### src/rtl/pipeline_ctrl_if.sv
// rtl/pipeline_ctrl_if.sv - hazard/stall/context-switch control signal bundle
interface pipeline_ctrl_if;
   logic        i_busywait;
   logic        d_busywait;
   logic        branch_jump_signal;
   logic [4:0]  id_rs1;
   logic [4:0]  id_rs2;
   logic        ex_d_mem_r;
   logic [4:0]  ex_write_address;
   logic        ctx_switch_req;
   logic        pc_hold;
   logic        if_id_hold;
   logic        if_id_flush;
   logic        id_ex_flush;
   logic        stage_busywait;
   logic        ctx_switch_ack;
   logic [1:0]  state;
   logic [15:0] stall_cycles;

   modport master (
      output i_busywait, d_busywait, branch_jump_signal, id_rs1, id_rs2,
             ex_d_mem_r, ex_write_address, ctx_switch_req,
      input  pc_hold, if_id_hold, if_id_flush, id_ex_flush, stage_busywait,
             ctx_switch_ack, state, stall_cycles
   );

   modport slave (
      input  i_busywait, d_busywait, branch_jump_signal, id_rs1, id_rs2,
             ex_d_mem_r, ex_write_address, ctx_switch_req,
      output pc_hold, if_id_hold, if_id_flush, id_ex_flush, stage_busywait,
             ctx_switch_ack, state, stall_cycles
   );
endinterface

### src/rtl/pipeline_ctrl.sv
// rtl/pipeline_ctrl.sv - pipeline hazard, stall and context-switch drain controller
module pipeline_ctrl (
   input  logic            clk,
   input  logic            reset,
   pipeline_ctrl_if.slave  bus
);
   typedef enum logic [1:0] {
      RUN     = 2'd0,
      DRAIN   = 2'd1,
      SWITCH  = 2'd2,
      ILLEGAL = 2'd3
   } state_t;

   state_t      state_q, state_d;
   logic [2:0]  drain_cnt_q, drain_cnt_d;
   logic [15:0] stall_q;
   logic        load_use;
   logic        pc_hold, if_id_hold, if_id_flush, id_ex_flush, stage_busywait, ctx_switch_ack;

   assign load_use = bus.ex_d_mem_r && (bus.ex_write_address != 5'd0) &&
                     ((bus.ex_write_address == bus.id_rs1) || (bus.ex_write_address == bus.id_rs2));

   always_ff @(posedge clk) begin
      if (reset) begin
         state_q     <= RUN;
         drain_cnt_q <= 3'd0;
      end else begin
         state_q     <= state_d;
         drain_cnt_q <= drain_cnt_d;
      end
   end

   // A data-cache miss freezes the whole pipeline, including the counter.
   always_ff @(posedge clk) begin
      if (reset)
         stall_q <= 16'd0;
      else if (pc_hold && !bus.d_busywait && (stall_q != 16'hFFFF))
         stall_q <= stall_q + 16'd1;
   end

   always_comb begin
      state_d        = state_q;
      drain_cnt_d    = drain_cnt_q;
      pc_hold        = 1'b0;
      if_id_hold     = 1'b0;
      if_id_flush    = 1'b0;
      id_ex_flush    = 1'b0;
      stage_busywait = 1'b0;
      ctx_switch_ack = 1'b0;

      if (reset) begin
         if_id_flush = 1'b1;
         id_ex_flush = 1'b1;
      end else begin
         ctx_switch_ack = (state_q == SWITCH) && bus.ctx_switch_req;
         if (bus.d_busywait) begin
            stage_busywait = 1'b1;
            pc_hold        = 1'b1;
            if_id_hold     = 1'b1;
         end else if (bus.branch_jump_signal) begin
            if_id_flush = 1'b1;
            id_ex_flush = 1'b1;
         end else if ((state_q == RUN) && load_use) begin
            pc_hold     = 1'b1;
            if_id_hold  = 1'b1;
            id_ex_flush = 1'b1;
         end else if (((state_q == RUN) && bus.i_busywait) ||
                      (state_q == DRAIN) || (state_q == SWITCH)) begin
            pc_hold     = 1'b1;
            if_id_flush = 1'b1;
         end
      end

      case (state_q)
         RUN: begin
            if (!bus.d_busywait && bus.ctx_switch_req) begin
               state_d     = DRAIN;
               drain_cnt_d = 3'd0;
            end
         end
         DRAIN: begin
            // Request deassertion is ignored here; the drain always completes.
            if (!bus.d_busywait) begin
               drain_cnt_d = drain_cnt_q + 3'd1;
               if (drain_cnt_q == 3'd3)
                  state_d = SWITCH;
            end
         end
         SWITCH: begin
            if (!bus.d_busywait && !bus.ctx_switch_req)
               state_d = RUN;
         end
         default: state_d = RUN;
      endcase
   end

   assign bus.pc_hold        = pc_hold;
   assign bus.if_id_hold     = if_id_hold;
   assign bus.if_id_flush    = if_id_flush;
   assign bus.id_ex_flush    = id_ex_flush;
   assign bus.stage_busywait = stage_busywait;
   assign bus.ctx_switch_ack = ctx_switch_ack;
   assign bus.state          = state_q;
   assign bus.stall_cycles   = stall_q;
endmodule

### src/flat_wrapper.sv
// flat-port wrapper written by rule: the top's interface ports become plain ports
module pipeline_ctrl_flat 
  (clk, reset, bus_i_busywait, bus_d_busywait, bus_branch_jump_signal, bus_id_rs1, bus_id_rs2, bus_ex_d_mem_r, bus_ex_write_address, bus_ctx_switch_req, bus_pc_hold, bus_if_id_hold, bus_if_id_flush, bus_id_ex_flush, bus_stage_busywait, bus_ctx_switch_ack, bus_state, bus_stall_cycles);
  pipeline_ctrl_if bus_i ();
  input  logic clk;
  input  logic reset;
  input wire logic [$bits(bus_i.i_busywait)-1:0] bus_i_busywait;
  input wire logic [$bits(bus_i.d_busywait)-1:0] bus_d_busywait;
  input wire logic [$bits(bus_i.branch_jump_signal)-1:0] bus_branch_jump_signal;
  input wire logic [$bits(bus_i.id_rs1)-1:0] bus_id_rs1;
  input wire logic [$bits(bus_i.id_rs2)-1:0] bus_id_rs2;
  input wire logic [$bits(bus_i.ex_d_mem_r)-1:0] bus_ex_d_mem_r;
  input wire logic [$bits(bus_i.ex_write_address)-1:0] bus_ex_write_address;
  input wire logic [$bits(bus_i.ctx_switch_req)-1:0] bus_ctx_switch_req;
  output wire logic [$bits(bus_i.pc_hold)-1:0] bus_pc_hold;
  output wire logic [$bits(bus_i.if_id_hold)-1:0] bus_if_id_hold;
  output wire logic [$bits(bus_i.if_id_flush)-1:0] bus_if_id_flush;
  output wire logic [$bits(bus_i.id_ex_flush)-1:0] bus_id_ex_flush;
  output wire logic [$bits(bus_i.stage_busywait)-1:0] bus_stage_busywait;
  output wire logic [$bits(bus_i.ctx_switch_ack)-1:0] bus_ctx_switch_ack;
  output wire logic [$bits(bus_i.state)-1:0] bus_state;
  output wire logic [$bits(bus_i.stall_cycles)-1:0] bus_stall_cycles;
  assign bus_i.i_busywait = bus_i_busywait;
  assign bus_i.d_busywait = bus_d_busywait;
  assign bus_i.branch_jump_signal = bus_branch_jump_signal;
  assign bus_i.id_rs1 = bus_id_rs1;
  assign bus_i.id_rs2 = bus_id_rs2;
  assign bus_i.ex_d_mem_r = bus_ex_d_mem_r;
  assign bus_i.ex_write_address = bus_ex_write_address;
  assign bus_i.ctx_switch_req = bus_ctx_switch_req;
  assign bus_pc_hold = bus_i.pc_hold;
  assign bus_if_id_hold = bus_i.if_id_hold;
  assign bus_if_id_flush = bus_i.if_id_flush;
  assign bus_id_ex_flush = bus_i.id_ex_flush;
  assign bus_stage_busywait = bus_i.stage_busywait;
  assign bus_ctx_switch_ack = bus_i.ctx_switch_ack;
  assign bus_state = bus_i.state;
  assign bus_stall_cycles = bus_i.stall_cycles;
  pipeline_ctrl u_core (.clk(clk), .reset(reset), .bus(bus_i));
endmodule
### config.mk
export PLATFORM = sky130hd
export DESIGN_NAME = pipeline_ctrl_flat
export DESIGN_NICKNAME = d
export VERILOG_FILES = /design/src/rtl/pipeline_ctrl_if.sv /design/src/rtl/pipeline_ctrl.sv /design/src/flat_wrapper.sv
export SDC_FILE = /design/constraint.sdc
export NUM_CORES = 1
export LEC_CHECK = 0
export ABC_AREA = 1
export BUFFER_PORTS_ARGS = -buffer_cell sky130_fd_sc_hd__buf_2
export CORE_MARGIN = 3
export CORE_UTILIZATION = 48
export CTS_BUF_LIST = sky130_fd_sc_hd__clkbuf_2 sky130_fd_sc_hd__clkbuf_4 sky130_fd_sc_hd__clkbuf_8
export CTS_CLUSTER_DIAMETER = 60
export DETAILED_ROUTE_END_ITERATION = 10
export PLACE_DENSITY_LB_ADDON = 0.08
export SLEW_MARGIN = 20
export SYNTH_ARGS = -nofsm -noshare
export SYNTH_HDL_FRONTEND = slang
export SYNTH_SLANG_ARGS = --single-unit
### constraint.sdc
create_clock -name clk -period 1.7 [get_ports clk]
set_input_delay 0 -clock clk [delete_from_list [all_inputs] [get_ports clk]]
set_output_delay 0 -clock clk [all_outputs]
set_load 0.02 [all_outputs]
==> reports/results.ini <==
[global_route]
antenna_found_initial = 0
grt_pass1_wl_mm = 6.88
grt_pass1_vias = 1601
grt-ovfl-total = 0
grt_max_degree = 19
grt_usage = 0.210

[floorplan]
fp.coreArea_mm2 = 0.00310
die_area_mm2 = 0.00401
start_util = 0.509
die_x_um = 63.4
row_count = 20
die_h_um = 63.4
ios = 46

[sta]
finalCritPeriodShare = 0.944
tns_ns = 0
hold_viol = 0
finClkSkew_ns = 0.00628
slew_headroom = 0.727
layout_setup_ws_ns = 0.0946
setup_viol = 0
finalMaxSlewViolations = 0
fin_crit_ns = 1.61
fmax_mhz = 623
tightest_slew_ns = 0.406

[setup_path]
cpLargestDelayFamily = simple AND/OR/NAND/NOR gates
crit_path_top_delay_cell = dfxtp_2
r2r_slack_ns = 0.09
worstPathRequired_ns = 1.91
critPathLaunchType = flop
cp_cell_sequence = ha_4 -> nand2_2 -> nor3_4 -> nand2_2 -> nor3_4 -> nand2_4 -> buf_8 -> nand4_1 -> a21oi_1
worst-path-buf-inv = 1
critPathArrivalTime_ns = 1.82
critPathKind = flop to flop
cp_max_fo = 13
max_stage_delay_ns = 0.39
critPathCaptureType = flop

[placed_design]
portBuffers = 45
gp_congestion = 0.808
pre_cts_slack_ns = 0.0496
placed_area_mm2 = 0.00191
hpwl_mm = 2.96
placed_cells = 338

[power]
p_leak_nw = 1.02
power_density_mw_per_mm2 = 507
peakVddDrop_mv = 0.565

[flow_run]
timing.max_cap.violations = 0

[yosys]
synth_edf_count = 0
ys_types = 26
syn_nets = 268
yosysTopAreaCell = dfxtp_1
synth.top_cells.by_area = dfxtp_1, nand2_1, inv_1, nand4_1, nor2_1
synth.most_common_cell = nand2_1
netlist_area_mm2 = 0.00158
async_reset_ff_frac = 0
avgSynthCellArea_um2 = 6.50
synth_warnings = 0
synth_flop_cell = dfxtp_1
synthTopCellsByCount = nand2_1, inv_1, nor2_1, dfxtp_1, nand4_1
syn_inst = 243
synth-seq-area-share = 0.266
netlist.area_leader.share = 0.266
ys_ff_latch = 21

[detailed_routing]
first_pass_iters = 4
vias = 1804
avgRoutedWirePerCell_um = 12.1
via_per_inst = 5.14
drt_iter0_markers = 83
drc_errors = 0
drtAntennaViolNets = 0
drt_wl_total_mm = 4.24

[cts]
clk_pin_slew_ns = 0.12
insertion_delay_ns = 0.32
tritoncts = done
clock_sinks = 21
clk_path_buf_depth = 2
cts_root_buf = clkbuf_4
cts_buffers = 3
h-tree-depth = 1

[outcome]
outcome = complete, no violations

[final_layout]
fin_nets = 333
num_antenna_cells = 0
final_cell_area_mm2 = 0.00207
areaGrowthSynthToFinish_pct = 31.2
nFillCells = 310
drive_gt1_frac = 0.329
instances_no_fill = 351

[hold_path]
hold_class = input port to flop

==> per-layer routing <==
metal / part of all wire / GRT usage / vias to the layer above
met3: 0.063 / 0.0446 / 7
met2: 0.50 / 0.344 / 56
met4: 0.012 / 0.0674 / 0
met5: 0 / 0 / -
met1: 0.43 / 0.274 / 824
li1: - / - / 917
==> final cells by class <==
class                           count  area [um2]  share of cell area
Clock buffer                        3        22.5              0.0109
Clock inverter                      1        5.00             0.00242
Inverter                           39         146              0.0707
Multi-Input combinational cell    179        1030               0.499
Sequential cell                    21         425               0.205
Tap cell                           44        55.1              0.0266
Timing Repair Buffer               64         384               0.185
==> through the flow <==
| step | utilization | power, W | hold slack [ns] |
|---|---|---|---|
| after floorplan | - | 0.000676 | 0.171 |
| after global placement | 0.615 | 0.000750 | 0.313 |
| after detailed placement | 0.615 | 0.000751 | 0.315 |
| after CTS | 0.630 | 0.00102 | 0.0485 |
| after global routing | 0.668 | 0.00111 | 0.0804 |
| final | 0.668 | 0.00105 | 0.0582 |
==> cell families (layout without fill, tap and decap cells) <==
kind of cell	Yosys count	count (layout)	share of synthesized area
adders and majority gates	3	3	0.0238
DFF	21	21	0.266
AOI/OAI and AO/OA	25	25	0.0983
xor gates and xnor gates	14	14	0.0777
and+or+nand+nor	135	137	0.413
buffers and inverters	45	107	0.121
==> sequential cells by signal, summed over array words and instances (netlist names) <==
register                 count
u_core.bus.state             2
u_core.bus.stall_cycles     16
u_core.drain_cnt_q           3
==> worst register-to-register path: stages (launching register included) <==
cell     delay, ns
dfxtp_2       0.39
ha_4          0.16
nand2_2       0.08
nor3_4        0.15
nand2_2       0.09
nor3_4        0.15
nand2_4       0.12
buf_8         0.18
nand4_1       0.11
a21oi_1       0.07
==> worst paths after layout <==
kind	depth (start not counted)	from	to
min	5	bus_ctx_switch_req	u_core.bus.state[1]
min reg2reg	2	u_core.drain_cnt_q[2]	u_core.drain_cnt_q[2]
max	9	u_core.bus.stall_cycles[1]	u_core.bus.stall_cycles[2]
max reg2reg	9	u_core.bus.stall_cycles[1]	u_core.bus.stall_cycles[2]
==> layout by cell type, fill, tap and decap left out, types with 2 or more instances in the layout <==
cell,instances
nor2_2,2
nor3_4,2
xor2_1,9
a21oi_1,13
nand2_1,51
a21oi_2,8
nand3_4,3
clkbuf_4,3
nand4_1,18
dfxtp_1,17
nor2_1,25
inv_1,38
nand2_2,11
ha_1,2
xnor2_1,5
o21ai_0,4
buf_2,44
buf_4,17
dfxtp_2,4
nand3_1,11
nor3_1,9
==> power breakdown <==
part	internal (W)	switching (W)	total [W]	leakage [nW]
logic	0.000111	0.000161	0.000272	0.835
clock network	0.0000884	0.000175	0.000263	0.0177
registers	0.000504	0.0000115	0.000516	0.171
==> what timing repair did <==
item / in CTS / in global routing
resized for setup: 1 / 13
setup endpoints to repair: 1 / 17
pin swaps: 0 / 3
cloned: 0 / 2
hold endpoints to repair: 2 / 0
hold buffers: 1 / 0
buffers inserted: 1 / 5
No activity file was read; power rests on OpenSTA's default activity.
